[src/rtl/bf16_accum.sv]
//==============================================================================
// Module      : bf16_accum (with bf16_add)
// Description : Serial bf16 group reduction closed around one combinational adder.
// Revision    : 1.0 - initial release
//==============================================================================
`default_nettype none

module bf16_add #(
    parameter int EXP_WIDTH = 8,
    parameter int SIG_WIDTH = 7
) (
    input  logic [EXP_WIDTH+SIG_WIDTH:0] i_a,
    input  logic [EXP_WIDTH+SIG_WIDTH:0] i_b,
    output logic [EXP_WIDTH+SIG_WIDTH:0] o_sum
);
    localparam int c_W   = EXP_WIDTH + SIG_WIDTH + 1;
    localparam int c_SW  = SIG_WIDTH + 1;
    localparam int c_AW  = c_SW + 3;
    localparam int c_LZW = $clog2(c_AW + 1);
    localparam int c_XW  = EXP_WIDTH + 2;
    localparam logic [c_XW-1:0] c_EMAX  = c_XW'((2 ** EXP_WIDTH) - 1);
    localparam logic [c_W-1:0]  c_QBIT  = {{(EXP_WIDTH + 2){1'b0}}, 1'b1, {(SIG_WIDTH - 1){1'b0}}};
    localparam logic [c_W-1:0]  c_DFNAN = {1'b1, {EXP_WIDTH{1'b1}}, 1'b1, {(SIG_WIDTH - 1){1'b0}}};

    logic                      w_a_sign, w_b_sign;
    logic [EXP_WIDTH-1:0]      w_a_exp, w_b_exp;
    logic [SIG_WIDTH-1:0]      w_a_man, w_b_man;
    logic                      w_a_zero, w_b_zero, w_a_nan, w_b_nan, w_a_inf, w_b_inf;
    logic [c_W-2:0]            w_a_mag, w_b_mag;
    logic                      w_swap;
    logic                      w_big_sign, w_eff_sub;
    logic [EXP_WIDTH-1:0]      w_big_exp, w_small_exp;
    logic [c_SW-1:0]           w_big_sig, w_small_sig;

    assign w_a_sign = i_a[c_W-1];
    assign w_b_sign = i_b[c_W-1];
    assign w_a_exp  = i_a[c_W-2:SIG_WIDTH];
    assign w_b_exp  = i_b[c_W-2:SIG_WIDTH];
    assign w_a_man  = i_a[SIG_WIDTH-1:0];
    assign w_b_man  = i_b[SIG_WIDTH-1:0];
    assign w_a_zero = (w_a_exp == '0);
    assign w_b_zero = (w_b_exp == '0);
    assign w_a_nan  = (&w_a_exp) & (|w_a_man);
    assign w_b_nan  = (&w_b_exp) & (|w_b_man);
    assign w_a_inf  = (&w_a_exp) & ~(|w_a_man);
    assign w_b_inf  = (&w_b_exp) & ~(|w_b_man);

    // Subnormals are flushed: they enter the datapath as exact zeros.
    assign w_a_mag  = w_a_zero ? '0 : i_a[c_W-2:0];
    assign w_b_mag  = w_b_zero ? '0 : i_b[c_W-2:0];
    assign w_swap   = (w_b_mag > w_a_mag);

    assign w_big_sign  = w_swap ? w_b_sign : w_a_sign;
    assign w_eff_sub   = w_a_sign ^ w_b_sign;
    assign w_big_exp   = w_swap ? w_b_exp : w_a_exp;
    assign w_small_exp = w_swap ? w_a_exp : w_b_exp;
    assign w_big_sig   = w_swap ? (w_b_zero ? '0 : {1'b1, w_b_man})
                                : (w_a_zero ? '0 : {1'b1, w_a_man});
    assign w_small_sig = w_swap ? (w_a_zero ? '0 : {1'b1, w_a_man})
                                : (w_b_zero ? '0 : {1'b1, w_b_man});

    logic [EXP_WIDTH-1:0] w_diff;
    logic [31:0]          w_diff32;
    logic [c_AW-1:0]      w_small_ext, w_shifted, w_aligned, w_norm;
    logic                 w_sticky;
    logic [c_AW:0]        w_sum;
    logic [c_LZW-1:0]     w_lz;
    logic [c_XW-1:0]      w_exp_n, w_exp_r;
    logic                 w_uf, w_ovf, w_inc, w_res_zero;
    logic [c_SW-1:0]      w_keep;
    logic [c_SW:0]        w_rnd;
    logic [SIG_WIDTH-1:0] w_frac;
    logic [c_W-1:0]       w_finite;

    always_comb begin
        w_diff      = w_big_exp - w_small_exp;
        w_diff32    = 32'(w_diff);
        w_small_ext = {w_small_sig, 3'b000};
        w_sticky    = 1'b0;
        for (int i = 0; i < c_AW; i++) begin
            if (i < w_diff32) begin
                w_sticky = w_sticky | w_small_ext[i];
            end
        end
        w_shifted = w_small_ext >> w_diff;
        w_aligned = {w_shifted[c_AW-1:1], w_shifted[0] | w_sticky};

        if (w_eff_sub) begin
            w_sum = {1'b0, w_big_sig, 3'b000} - {1'b0, w_aligned};
        end else begin
            w_sum = {1'b0, w_big_sig, 3'b000} + {1'b0, w_aligned};
        end

        w_lz = c_LZW'(c_AW);
        for (int i = 0; i < c_AW; i++) begin
            if (w_sum[i]) begin
                w_lz = c_LZW'(c_AW - 1 - i);
            end
        end

        if (w_sum[c_AW]) begin
            w_norm  = {w_sum[c_AW:2], w_sum[1] | w_sum[0]};
            w_exp_n = {2'b00, w_big_exp} + c_XW'(1);
            w_uf    = 1'b0;
        end else begin
            w_norm  = w_sum[c_AW-1:0] << w_lz;
            w_exp_n = {2'b00, w_big_exp} - c_XW'(w_lz);
            w_uf    = ({2'b00, w_big_exp} <= c_XW'(w_lz));
        end

        // Round to nearest, ties to even, on guard/round/sticky.
        w_keep     = w_norm[c_AW-1:3];
        w_inc      = w_norm[2] & (w_norm[1] | w_norm[0] | w_keep[0]);
        w_rnd      = {1'b0, w_keep} + (c_SW + 1)'(w_inc);
        w_exp_r    = w_exp_n + c_XW'(w_rnd[c_SW]);
        w_frac     = w_rnd[c_SW] ? '0 : w_rnd[SIG_WIDTH-1:0];
        w_res_zero = ~(w_rnd[c_SW] | w_rnd[c_SW-1]);
        w_ovf      = (w_exp_r >= c_EMAX);

        if (w_res_zero || w_uf) begin
            w_finite = '0;
        end else if (w_ovf) begin
            w_finite = {w_big_sign, {EXP_WIDTH{1'b1}}, {SIG_WIDTH{1'b0}}};
        end else begin
            w_finite = {w_big_sign, w_exp_r[EXP_WIDTH-1:0], w_frac};
        end
    end

    always_comb begin
        if (w_a_nan) begin
            o_sum = i_a | c_QBIT;
        end else if (w_b_nan) begin
            o_sum = i_b | c_QBIT;
        end else if (w_a_inf && w_b_inf && w_eff_sub) begin
            o_sum = c_DFNAN;
        end else if (w_a_inf) begin
            o_sum = i_a;
        end else if (w_b_inf) begin
            o_sum = i_b;
        end else begin
            o_sum = w_finite;
        end
    end
endmodule

module bf16_accum #(
    parameter int EXP_WIDTH  = 8,
    parameter int SIG_WIDTH  = 7,
    parameter int FLAG_WIDTH = 4,
    parameter int CNT_WIDTH  = 16
) (
    input  logic                        i_clk,
    input  logic                        i_rst_n,
    input  logic                        i_valid,
    output logic                        o_ready,
    input  logic [EXP_WIDTH+SIG_WIDTH:0] i_data,
    input  logic                        i_last,
    output logic                        o_valid,
    input  logic                        i_ready,
    output logic [EXP_WIDTH+SIG_WIDTH:0] o_data,
    output logic [FLAG_WIDTH-1:0]       o_flag,
    output logic [CNT_WIDTH-1:0]        o_count
);
    localparam int c_W    = EXP_WIDTH + SIG_WIDTH + 1;
    localparam int c_NAN  = 3;
    localparam int c_ZERO = 2;
    localparam int c_INF  = 1;
    localparam int c_NORM = 0;

    localparam logic [0:0] S_ACC  = 1'b0;
    localparam logic [0:0] S_DONE = 1'b1;

    logic [0:0]           r_state, w_state_nxt;
    logic [c_W-1:0]       r_acc;
    logic [CNT_WIDTH-1:0] r_cnt;
    logic [c_W-1:0]       w_sum;
    logic                 w_in_fire, w_out_fire;
    logic [EXP_WIDTH-1:0] w_exp;
    logic [SIG_WIDTH-1:0] w_man;

    bf16_add #(
        .EXP_WIDTH (EXP_WIDTH),
        .SIG_WIDTH (SIG_WIDTH)
    ) u_add (
        .i_a   (r_acc),
        .i_b   (i_data),
        .o_sum (w_sum)
    );

    assign w_in_fire  = i_valid & o_ready;
    assign w_out_fire = o_valid & i_ready;

    always_ff @(posedge i_clk or negedge i_rst_n) begin
        if (!i_rst_n) begin
            r_state <= S_ACC;
        end else begin
            r_state <= w_state_nxt;
        end
    end

    always_comb begin
        w_state_nxt = r_state;
        case (r_state)
            S_ACC:   if (w_in_fire && i_last) w_state_nxt = S_DONE;
            S_DONE:  if (i_ready) w_state_nxt = S_ACC;
            default: w_state_nxt = S_ACC;
        endcase
    end

    always_comb begin
        o_ready = 1'b0;
        o_valid = 1'b0;
        case (r_state)
            S_ACC:   o_ready = 1'b1;
            S_DONE:  o_valid = 1'b1;
            default: o_ready = 1'b0;
        endcase
    end

    // Counter saturates; the sum keeps accumulating regardless.
    always_ff @(posedge i_clk or negedge i_rst_n) begin
        if (!i_rst_n) begin
            r_acc <= '0;
            r_cnt <= '0;
        end else if (w_in_fire) begin
            r_acc <= w_sum;
            if (r_cnt != {CNT_WIDTH{1'b1}}) begin
                r_cnt <= r_cnt + 1'b1;
            end
        end else if (w_out_fire) begin
            r_acc <= '0;
            r_cnt <= '0;
        end
    end

    assign o_data  = r_acc;
    assign o_count = r_cnt;
    assign w_exp   = r_acc[c_W-2:SIG_WIDTH];
    assign w_man   = r_acc[SIG_WIDTH-1:0];

    always_comb begin
        o_flag = '0;
        if (&w_exp) begin
            if (|w_man) o_flag[c_NAN] = 1'b1;
            else        o_flag[c_INF] = 1'b1;
        end else if (w_exp == '0) begin
            o_flag[c_ZERO] = 1'b1;
        end else begin
            o_flag[c_NORM] = 1'b1;
        end
    end
endmodule

`default_nettype wire

[config.mk]
export PLATFORM = sky130hd
export DESIGN_NAME = bf16_accum
export DESIGN_NICKNAME = d
export VERILOG_FILES = /design/src/rtl/bf16_accum.sv
export SDC_FILE = /design/constraint.sdc
export NUM_CORES = 1
export LEC_CHECK = 0
export ABC_AREA = 1
export ABC_CLOCK_PERIOD_IN_PS = 8500
export CORE_AREA = 2 2 114 116
export CTS_CLUSTER_SIZE = 30
export DETAILED_ROUTE_END_ITERATION = 12
export DIE_AREA = 0 0 116 118
export PLACE_DENSITY = 0.77
export SETUP_SLACK_MARGIN = 0.3
export SYNTH_ARGS = -nofsm -noshare
export SYNTH_HDL_FRONTEND = slang
export SYNTH_HIERARCHICAL = 1
export SYNTH_SLANG_ARGS = --single-unit
export TNS_END_PERCENT = 100
[constraint.sdc]
create_clock -name i_clk -period 8.5 [get_ports i_clk]
set_input_delay 2.125 -clock i_clk [delete_from_list [all_inputs] [get_ports i_clk]]
set_output_delay 2.125 -clock i_clk [all_outputs]
set_load 0.03 [all_outputs]
==> impl_metrics.toml <==
[synthesis]
synthesis.nets = 1221
synth_ff_type = "dfrtp_1"
synth_cell_types = 52
seq_area_frac_synth_pct = 12.5
synth_top_area_share_pct = 17.4
ys_seq_elements = 33
yosys_warnings = 6
async_flop_share_pct = 100
synth_area_leaders = "nand2_1, dfrtp_1, nand3_1"
yosysTopAreaCell = "nand2_1"
synth_cells = 1156
synth_edf_count = 0
avgSynthCellArea_um2 = 5.72
syn_area_um2 = 6620

[clock_tree]
cts_root_buf = "clkbuf_16"
cts.path.max_buffers = 2
cts_hold_buf = 0
clk_latency_ns = 0.28
path_clk_slew_ns = 0.05
cts_tree = "done"
htreeDepth = 2
cts_sinks = 33
numCtsBuffers = 5

[route]
drt_pass1_iterations = 6
post_drt_wl_per_cell_um = 16.1
vias = 9296
wl_met1_um = 10200
drt_iter0_drc = 1063
postRouteAntennaNets = 0
routed.top_layer = "met4"
drc_errors = 0
viasPerCell = 5.64
drt-total-wl_um = 26500
route.met3.wl_um = 2050
wl_met2_um = 13000

[layout]
syn_to_final_growth_pct = 56.9
drive_above_1_share_pct = 34.8
final_common_cell = "nand2_1"
layout.cells.most_common_list = "nand2_1, buf_4, inv_1, nand3_1, nor2_1"
instances_no_fill = 1647
antenna_cells = 0
final_net_count = 1539

[worst_setup_path]
reg2reg_slack_ns = -0.36
critPathMaxStageDelay_ns = 0.48
crit_type = "input port to flop"
critical-path-slowest-cell = "nor3_1"
endpoint_kind = "flop"
cp.arrival_ns = 10.57
r2r_cells = 69
crit-reg2reg-launch = "o_data[13]"
path_common_cell = "nand2_1"
cp_max_fo = 9
r2r_end = "o_data[12]"
crit_required_ns = 8.70
startpoint_type = "input port"

[die]
die_w_um = 116
initial_core_util_pct = 53.3
core-area_um2 = 12400
die_y_um = 118
row_count = 41
fp.dieArea_um2 = 13700
ioPinCount = 59

[global_routing]
grt_remaining_overflow = 0
antenna_found_initial = 0
grt_pass1_vias = 8907
grt_max_degree = 34
grt_util_all_layers_pct = 36.3
grt_pass1_wl_um = 40900

[sta]
hold_violations = 0
hold_slack_ns = 0.587
drv_slew = 0
fin_crit_sh_pct = 122
setup_ws_ns = -1.87
setup_viol = 16
fmax_mhz = 96.5
min_period_ns = 10.37
slew_headroom_pct = 42.8
rsz0062_at_grt = "true"
worstMarginPinSlew_ns = 0.850
fin_skew_ns = 0.00303

[job]
max-cap-violations = 0

[hold_path]
worst_hold_path.endpoint = "o_data[15]"
min-delay-start = "o_data[15]"
min_delay_path_depth = 1
hold_path.class = "flop to flop"

[placement]
portBuffers = 58
hpwl_um = 18900
dp.cells = 1588
gp_congestion = 0.986

[outcome]
violations = "negative setup slack"
outcome = "complete, but fails checks"
## critical path, delay by kind of cell
kind | cells | cell delay [ns]
and+or+nand+nor | 39 | 4.21
AOI/OAI and AO/OA | 11 | 1.47
buffers and inverters | 13 | 1.44
adders and majority gates | 5 | 1.01
xor gates and xnor gates | 1 | 0.28
## worst max-delay path by stage
stage               startpoint          to  slack [ns]  cells past startpoint
floorplan            i_data[9]   o_data[1]       -1.08                     69
global placement     i_data[9]   o_data[1]       -1.95                     70
detailed placement   i_data[9]   o_data[5]       -2.36                     68
CTS                 i_data[12]   o_data[4]       -1.29                     70
global route        i_data[10]  o_data[12]       -2.47                     68
finish              i_data[14]  o_data[12]       -1.87                     69
## state kept, by name (all words and copies together) (netlist names)
signal	flops
o_count	16
o_data	16
r_state	1
## metal layers
layer	GRT usage (%)	vias to the layer above
met5	0	-
met4	14.5	0
met3	4.33	125
met2	62.8	515
met1	45.1	4258
li1	-	4398
## what timing repair did
action                     CTS  global route
setup endpoints to repair   16            16
resized for setup           78            78
cloned                       1             0
pin swaps                   72            62
buffers inserted            39            11
hold endpoints to repair     0             0
## through the flow
| stage | setup TNS, ns | setup WS [ns] | util, % | cell area (µm²) |
|---|---|---|---|---|
| after floorplan | -13.47 | -1.08 | - | 6850 |
| after global placement | -29.20 | -1.95 | 74.2 | 9210 |
| after detailed placement | -35.38 | -2.36 | 74.2 | 9210 |
| after CTS | -18.35 | -1.29 | 79.6 | 9880 |
| after global routing | -36.53 | -2.47 | 83.6 | 10400 |
| final | -26.60 | -1.87 | 83.6 | 10400 |
## synth_stat cells, drive strengths merged (5+ instances only)
cell	n
a21oi	44
a31oi	5
buf	15
clkbuf	16
dfrtp	33
ha	42
inv	178
nand2	339
nand3	152
nand3b	5
nand4	27
nor2	125
nor3	12
nor4	9
o211ai	5
o21ai	79
o21bai	8
or2	5
xor2	25
## kinds of logic after synthesis
family	after synthesis	share of synthesized area, %
DFF	33	12.5
xor gates and xnor gates	29	3.84
adders and majority gates	44	8.55
AOI/OAI and AO/OA	158	14.4
buffers and inverters	213	13.0
and+or+nand+nor	679	47.7
## layout make-up
cell class	instances	area [µm²]
Fill cell	831	2030
Multi-Input combinational cell	910	5690
Clock inverter	3	65.1
Sequential cell	33	826
Inverter	182	698
Clock buffer	5	125
Tap cell	172	215
Timing Repair Buffer	342	2760
Power is not shown: default switching activity piles up to over one toggle a cycle in this logic, so the estimate is an artifact.
